<file path="src/rtl/paddle_controller.sv">
// paddle_controller: turns raw up/down buttons into clamped paddle moves
// (synchronise, debounce, hold-to-repeat) and blanks the display enable for a
// fixed window after each ball hit so the renderer lights the whole column.
module paddle_controller #(
    parameter int WIDTH           = 4,
    parameter int BIT_WIDTH       = 2,
    parameter int PADDLE_LEN      = 2,
    parameter int DEBOUNCE_CYCLES = 4,
    parameter int REPEAT_CYCLES   = 8,
    parameter int FLASH_CYCLES    = 6
) (
    input  logic                 clk,
    input  logic                 rst_n,
    input  logic                 btn_up,
    input  logic                 btn_down,
    input  logic                 move_en,
    input  logic                 hit,
    output logic [BIT_WIDTH-1:0] state_left,
    output logic [BIT_WIDTH-1:0] state_right,
    output logic                 en
);

    localparam int DEB_W = $clog2(DEBOUNCE_CYCLES + 1);
    localparam int REP_W = $clog2(REPEAT_CYCLES + 1);
    localparam int FLS_W = $clog2(FLASH_CYCLES + 1);

    localparam logic [BIT_WIDTH-1:0] RST_LEFT  = BIT_WIDTH'((WIDTH - PADDLE_LEN) / 2);
    localparam logic [BIT_WIDTH-1:0] RST_RIGHT = BIT_WIDTH'((WIDTH - PADDLE_LEN) / 2 + PADDLE_LEN - 1);
    localparam logic [BIT_WIDTH-1:0] MAX_ROW   = BIT_WIDTH'(WIDTH - 1);
    localparam logic [BIT_WIDTH-1:0] ONE_ROW   = BIT_WIDTH'(1);
    localparam logic [DEB_W-1:0]     DEB_LAST  = DEB_W'(DEBOUNCE_CYCLES - 1);
    localparam logic [DEB_W-1:0]     DEB_ONE   = DEB_W'(1);
    localparam logic [REP_W-1:0]     REP_LAST  = REP_W'(REPEAT_CYCLES - 1);
    localparam logic [REP_W-1:0]     REP_ONE   = REP_W'(1);
    localparam logic [FLS_W-1:0]     FLS_LOAD  = FLS_W'(FLASH_CYCLES);
    localparam logic [FLS_W-1:0]     FLS_ONE   = FLS_W'(1);

    typedef enum logic [1:0] {REQ_NONE, REQ_UP, REQ_DN} req_e;
    typedef enum logic {IDLE, HOLD} state_e;

    // Synchroniser stages
    logic up_meta_q, up_sync_q;
    logic dn_meta_q, dn_sync_q;

    // Debounce state
    logic             up_deb_q, up_deb_d;
    logic             dn_deb_q, dn_deb_d;
    logic [DEB_W-1:0] up_cnt_q, up_cnt_d;
    logic [DEB_W-1:0] dn_cnt_q, dn_cnt_d;

    // Move FSM state
    state_e               state_q;
    req_e                 dir_q;
    req_e                 req;
    logic [REP_W-1:0]     rep_cnt_q;
    logic [BIT_WIDTH-1:0] left_q, right_q;
    logic [BIT_WIDTH-1:0] left_step, right_step;

    // Flash state
    logic [FLS_W-1:0] flash_cnt_q;
    logic             en_q;

    // Two-flop synchronisers bring the asynchronous buttons into the clk domain.
    always_ff @(posedge clk or negedge rst_n) begin
        if (!rst_n) begin
            up_meta_q <= 1'b0;
            up_sync_q <= 1'b0;
            dn_meta_q <= 1'b0;
            dn_sync_q <= 1'b0;
        end else begin
            // NOTE: non-blocking assignments make each stage capture the previous
            // stage's old value, so this really is a two-flop chain.
            up_meta_q <= btn_up;
            up_sync_q <= up_meta_q;
            dn_meta_q <= btn_down;
            dn_sync_q <= dn_meta_q;
        end
    end

    // Debounce next-state: count consecutive mismatch cycles, accept the new level on the last one.
    always_comb begin
        // NOTE: defaults first so every path assigns every output and no latch is inferred.
        up_deb_d = up_deb_q;
        up_cnt_d = '0;
        dn_deb_d = dn_deb_q;
        dn_cnt_d = '0;
        if (up_sync_q != up_deb_q) begin
            if (up_cnt_q == DEB_LAST) up_deb_d = up_sync_q;
            else                      up_cnt_d = up_cnt_q + DEB_ONE;
        end
        if (dn_sync_q != dn_deb_q) begin
            if (dn_cnt_q == DEB_LAST) dn_deb_d = dn_sync_q;
            else                      dn_cnt_d = dn_cnt_q + DEB_ONE;
        end
    end

    // Debounce registers.
    always_ff @(posedge clk or negedge rst_n) begin
        if (!rst_n) begin
            up_deb_q <= 1'b0;
            up_cnt_q <= '0;
            dn_deb_q <= 1'b0;
            dn_cnt_q <= '0;
        end else begin
            up_deb_q <= up_deb_d;
            up_cnt_q <= up_cnt_d;
            dn_deb_q <= dn_deb_d;
            dn_cnt_q <= dn_cnt_d;
        end
    end

    // Direction decode: exactly one debounced button pressed gives a request.
    always_comb begin
        req = REQ_NONE;
        if (up_deb_q && !dn_deb_q)      req = REQ_UP;
        else if (dn_deb_q && !up_deb_q) req = REQ_DN;
    end

    // Candidate position after one step in the requested direction, clamped at the column ends.
    always_comb begin
        left_step  = left_q;
        right_step = right_q;
        if (req == REQ_UP && left_q != '0) begin
            left_step  = left_q - ONE_ROW;
            right_step = right_q - ONE_ROW;
        end else if (req == REQ_DN && right_q != MAX_ROW) begin
            left_step  = left_q + ONE_ROW;
            right_step = right_q + ONE_ROW;
        end
    end

    // Move FSM: first step on a new request, then one step every REPEAT_CYCLES while it is held.
    always_ff @(posedge clk or negedge rst_n) begin
        if (!rst_n) begin
            state_q   <= IDLE;
            dir_q     <= REQ_NONE;
            rep_cnt_q <= '0;
            left_q    <= RST_LEFT;
            right_q   <= RST_RIGHT;
        end else begin
            case (state_q)
                IDLE: begin
                    rep_cnt_q <= '0;
                    if (req != REQ_NONE && move_en) begin
                        left_q  <= left_step;
                        right_q <= right_step;
                        dir_q   <= req;
                        state_q <= HOLD;
                    end
                end
                HOLD: begin
                    if (req == dir_q && move_en) begin
                        if (rep_cnt_q == REP_LAST) begin
                            rep_cnt_q <= '0;
                            left_q    <= left_step;
                            right_q   <= right_step;
                        end else begin
                            rep_cnt_q <= rep_cnt_q + REP_ONE;
                        end
                    end else begin
                        // Any change passes through IDLE, so a reversal steps one cycle later.
                        rep_cnt_q <= '0;
                        state_q   <= IDLE;
                    end
                end
                default: begin
                    rep_cnt_q <= '0;
                    state_q   <= IDLE;
                end
            endcase
        end
    end

    // Flash window: a hit (re)loads the counter and holds en low until it runs out.
    always_ff @(posedge clk or negedge rst_n) begin
        if (!rst_n) begin
            flash_cnt_q <= '0;
            en_q        <= 1'b1;
        end else if (hit) begin
            flash_cnt_q <= FLS_LOAD;
            en_q        <= 1'b0;
        end else if (flash_cnt_q != '0) begin
            flash_cnt_q <= flash_cnt_q - FLS_ONE;
            en_q        <= (flash_cnt_q == FLS_ONE);
        end
    end

    assign state_left  = left_q;
    assign state_right = right_q;
    assign en          = en_q;

endmodule

</file>
<file path="config.mk">
export PLATFORM = sky130hd
export DESIGN_NAME = paddle_controller
export DESIGN_NICKNAME = d
export VERILOG_FILES = /design/src/rtl/paddle_controller.sv
export SDC_FILE = /design/constraint.sdc
export NUM_CORES = 1
export LEC_CHECK = 0
export ABC_AREA = 1
export ABC_CLOCK_PERIOD_IN_PS = 2600
export CORE_AREA = 8 8 55 57
export CTS_BUF_LIST = sky130_fd_sc_hd__clkbuf_2 sky130_fd_sc_hd__clkbuf_4 sky130_fd_sc_hd__clkbuf_8
export CTS_CLUSTER_SIZE = 30
export DETAILED_ROUTE_END_ITERATION = 10
export DIE_AREA = 0 0 63 65
export GPL_TIMING_DRIVEN = 0
export PLACE_DENSITY = 0.82
export SETUP_SLACK_MARGIN = 0.2
export SLEW_MARGIN = 20
export SYNTH_ARGS = -nofsm -noshare
export SYNTH_HDL_FRONTEND = slang
export SYNTH_SLANG_ARGS = --single-unit
</file>
<file path="constraint.sdc">
create_clock -name clk -period 2.6 [get_ports clk]
set_input_delay 0.78 -clock clk [delete_from_list [all_inputs] [get_ports clk]]
set_output_delay 0.78 -clock clk [all_outputs]
set_load 0.02 [all_outputs]
</file>
Word-level counts from Yosys, hierarchy flattened:

Index checks and enable logic that the tools add are counted.

* flip-flop bits (word level): 27
* bits of input ports: 6
* output and inout bits: 5
* logic and storage cells: 81

* $add $sub $neg: 8
* equality and inequality tests: 13
* mux-type cells: 28
* bitwise operators: 1
* reductions and logical operators: 16

Operators by type and width (count)
* 2-to-1 mux 2 bit: 12
* 2-to-1 mux 3 bit: 6
* 2-to-1 mux 4 bit: 2
* case mux 2 bit (2 select lines): 2
* case mux 4 bit (2 select lines): 1
* adder 3 x 1 -> 3 bit (second input constant): 2
* == test 3 x 2 -> 1 bit (second input constant): 2
* logical AND 1 bit: 6
* AND reduction 2 bit: 3
* nonzero test 2 bit: 3
* adder 2 x 1 -> 2 bit (second input constant): 2
* adder 4 x 1 -> 4 bit (second input constant): 1
* == test 4 x 3 -> 1 bit (second input constant): 1
* 2-to-1 mux 1 bit: 4
* inequality test 2 x 1 -> 1 bit (second input constant): 2
* inequality test 2 bit (second input constant): 2
* subtractor 2 x 1 -> 2 bit (second input constant): 2
* == test 3 x 1 -> 1 bit (second input constant): 1
* AND reduction 3 bit: 1
* nonzero test 3 bit: 1
* subtractor 3 x 1 -> 3 bit (second input constant): 1
* == test 2 x 1 -> 1 bit (second input constant): 1
* == test 2 bit: 1
* == test 2 bit (second input constant): 1
* 4 further kinds: 6

Longest topological paths before layout:

* depth in word-level cells: 11
* depth in mapped cells: 10
* gate-level depth less buffers: 10

Worst setup path after synthesis:

Ideal clock, no wire load.

* path kind: input port to flip-flop
* from: input move_en
* to: register right_q[0], in the netlist state_right[0]
* setup time: 0.118 ns
* data arrival time: 1.350 ns
* slack: 1.132 ns
* cell stages on the path: 7
* cells stage by stage: inv_1 > o21ai_0 > nand2_1 > nor2_4 > nand2_4 > nand2_1 > nand2_1

* word-level cells in the longest chain between the ends: 3
* elaborated cells between the ends (all ways): 5
* those cells by class: eq/ne: 2; reduce/logical: 3

RTL lines
* start, declared: RTL line 16 `input logic move_en,`
* logical AND 1 bit (on tied branches): RTL line 144, 152
* inequality test 2 bit (no line) / inequality test 2 x 1 -> 1 bit (equally long branches)
* AND reduction 3 bit (no line) *
* end signal, assigned: RTL line 146 `right_q <= right_step;`
* end signal, assigned: RTL line 156 `right_q <= right_step;`
* end, declared: RTL line 56 `logic [BIT_WIDTH-1:0] left_q, right_q;`

Mark *: on every way between the ends. The rest lies on a longest branch, timed or not.
A chain may end at the register's enable or synchronous reset.

Worst setup path after layout:

* from: register right_q[1], in the netlist state_right[1]
* to: output state_right[1]

RTL lines
* end, declared: RTL line 19 `output logic [BIT_WIDTH-1:0] state_right,`

No word-level cell between the ends.

==> results.toml <==
[grt]
grt_pass1_wl_um = 4030
antenna_found_initial = 0
overflow = 0
grt_pass1_vias = 998
track_usage_pct = 12.4
grt_start_max_net_pins = 28

[timing]
relSlewSlack_pct = 60.8
timing.final.crit_share_pct = 89.6
hold_violations = 0
rsz0062_at_grt = "no"
layout_setup_ws_ns = 0.271
tightest_slew_ns = 0.588
maxSlewViolCount = 0
setup_tns_ns = 0
fin_crit_ns = 2.33
whs_ns = 0.371
fmax_mhz = 429
setup_violations = 0
skew_ns = 0.0130

[placed_design]
dp_hpwl_um = 1770
io_buffers = 10
place_ws_ns = 0.606
place_congestion = 0.816

[setup_path]
cp-start-kind = "flip-flop"
slowest_stage = "clkdlybuf4s50_1"
cp_slowest_stage_delay_ns = 0.62
path_buf_inv = 1
cp_top_family = "buffers and inverters"
crit_arrival_ns = 1.55
crit_required_ns = 1.82
critical_path_class = "reg -> out"
crit_path_max_fanout = 6
path_cells = "clkdlybuf4s50_1"
endpoint_kind = "output pin"

[floorplan]
die_width_um = 63
initial_utilization_pct = 60.5
io_pins = 11
std_cell_rows = 17
die_area_um2 = 4100
die_height_um = 65
coreArea_um2 = 2150

[synth]
synth_area_leader_cell = "dfrtp_1"
yosysUniqueCellTypes = 22
syn_nets = 159
ys_ff_latch = 27
synth_warnings = 0
yosys-top-cells-area = "dfrtp_1, nand2_1, ha_1"
syn-instance-count = 145
synth_top_area_share_pct = 46.2
synth_area_um2 = 1300
synth_area_per_cell_um2 = 8.96
synth-seq-area-share_pct = 52.3

[worst_hold_path]
hold_class = "reg -> reg"

[cts]
cts_resized = 0
clock-sinks = 27
holdBufCountCts = 0
cts.clk_slew.worst_paths_ns = 0.14
tritoncts = "built"
clock_latency_ns = 0.32
cts_made_buffers = 3
root_buffer = "clkbuf_4"
postCtsSetupBuffers = 0
clock_path_buffers = 2
htreeDepth = 1

[pwr]
swShare_pct = 40.4
clock_power_share_pct = 13.1
power_per_cell_area_nw_per_um2 = 972
seqPwrFrac_pct = 44.1
peakVddDrop_mv = 0.653
netSwitchingPower_w = 0.000573
p_int_w = 0.000844
leakage_nw = 0.724
combPwrFrac_pct = 42.8

[route]
vias_per_cell = 5.18
wirelength_um = 2320
wire_per_inst_um = 12.4
drt_iter0_markers = 47
num_vias = 969
detail_route.drc_violations = 0
final_antenna_net_count = 0
drt_first_pass_iters = 4

[status]
status = "completed"

[finish]
areaGrowthSynthToFinish_pct = 12.3
drive_gt1_share_pct = 10.1
diodes = 0
fin_nets = 174
fill_cells = 162

[flow_run]
maxCapViolCount = 0
## synthesized netlist by cell type
cell type	n
a21oi_1	4
a21oi_2	1
a31oi_1	1
dfrtp_1	24
dfstp_2	3
ha_1	8
inv_1	22
inv_2	1
nand2_1	34
nand2_4	2
nand3_1	8
nand3_4	1
nand4_1	1
nor2_1	17
nor2_4	1
nor3_1	3
nor3_2	1
nor3b_1	2
o211ai_1	1
o21ai_0	7
or2_4	1
xnor2_1	2
## registers in the layout, summed over array words and instances, names as in the netlist, 2 cells and up
| signal | flops |
|---|---|
| rep_cnt_q | 4 |
| dir_q | 2 |
| dn_cnt_q | 3 |
| state_left | 2 |
| state_right | 2 |
| up_cnt_q | 3 |
| flash_cnt_q | 3 |
## layout by cell type, fill, tap and decap left out
cell type / instances
nand3_1: 8
or2_4: 1
nand2_1: 34
ha_1: 8
nor2_4: 1
inv_2: 1
buf_2: 1
nor3b_1: 2
a21oi_2: 1
xnor2_1: 2
a31oi_1: 1
nor2_1: 17
nor3_2: 1
nand2_4: 2
clkbuf_4: 4
nand4_1: 1
o21ai_0: 7
nand3_4: 1
clkdlybuf4s50_1: 9
inv_1: 22
o211ai_1: 1
dfrtp_1: 24
nor3_1: 3
dfstp_2: 3
a21oi_1: 4
## power groups by stage
| stage | sequential [W] | clock [W] | combinational [W] |
|---|---|---|---|
| after global routing | 0.000637 | 0.000209 | 0.000690 |
| after detailed placement | 0.000633 | 0 | 0.000603 |
| after global placement | 0.000621 | 0 | 0.000576 |
| after floorplan | 0.000648 | 0 | 0.000416 |
| after CTS | 0.000624 | 0.000192 | 0.000608 |
| final | 0.000625 | 0.000186 | 0.000607 |
## cell type report
class                           count  area (um^2)  area share (%)
Timing Repair Buffer               10         95.1            6.52
Sequential cell                    27          679            46.6
Tap cell                           28         35.0            2.40
Clock buffer                        4         30.0            2.06
Multi-Input combinational cell     95          533            36.5
Inverter                           23         86.3            5.92
## metrics by stage
stage          total power [W]  util (%)  cell area [um^2]  cells
3_3_place_gp           0.00120      66.7              1430    183
6_report               0.00142      67.9              1460    187
3_5_place_dp           0.00124      66.5              1430    183
4_1_cts                0.00142      67.9              1460    187
5_1_grt                0.00154      67.9              1460    187
2_1_floorplan          0.00106         -              1300    145
## layer usage
metal	track usage (%)	vias to the layer above	share of wire [%]
met5	0	-	0
met2	22.7	17	54
met4	9.69	0	2.3
li1	-	487	-
met3	3.09	4	3.2
met1	11.7	461	41
## logic make-up after synthesis
kind of cell,after synthesis,synth area share (%)
compound gates,14,5.97
xor+xnor,2,1.35
fa+ha+maj,8,7.71
buf+inv,23,6.65
flops,27,52.3
simple gates,71,26.0
## path summary, 6_finish.rpt
| kind | start | end | slack, ns | cells after the start |
|---|---|---|---|---|
| worst max register to register | up_deb_q | state_left[1] | 1.10 | 8 |
| worst min register to register | up_meta_q | up_sync_q | 0.37 | 0 |
| worst min-delay path | up_meta_q | up_sync_q | 0.37 | 0 |
| max in group asynchronous | rst_n | dn_cnt_q[2] | 1.77 | 1 |
| min in group asynchronous | rst_n | rep_cnt_q[0] | 0.43 | 1 |
| worst max-delay path | state_right[1] | state_right[1] | 0.27 | 1 |
Power figures use the tool's default switching activity.
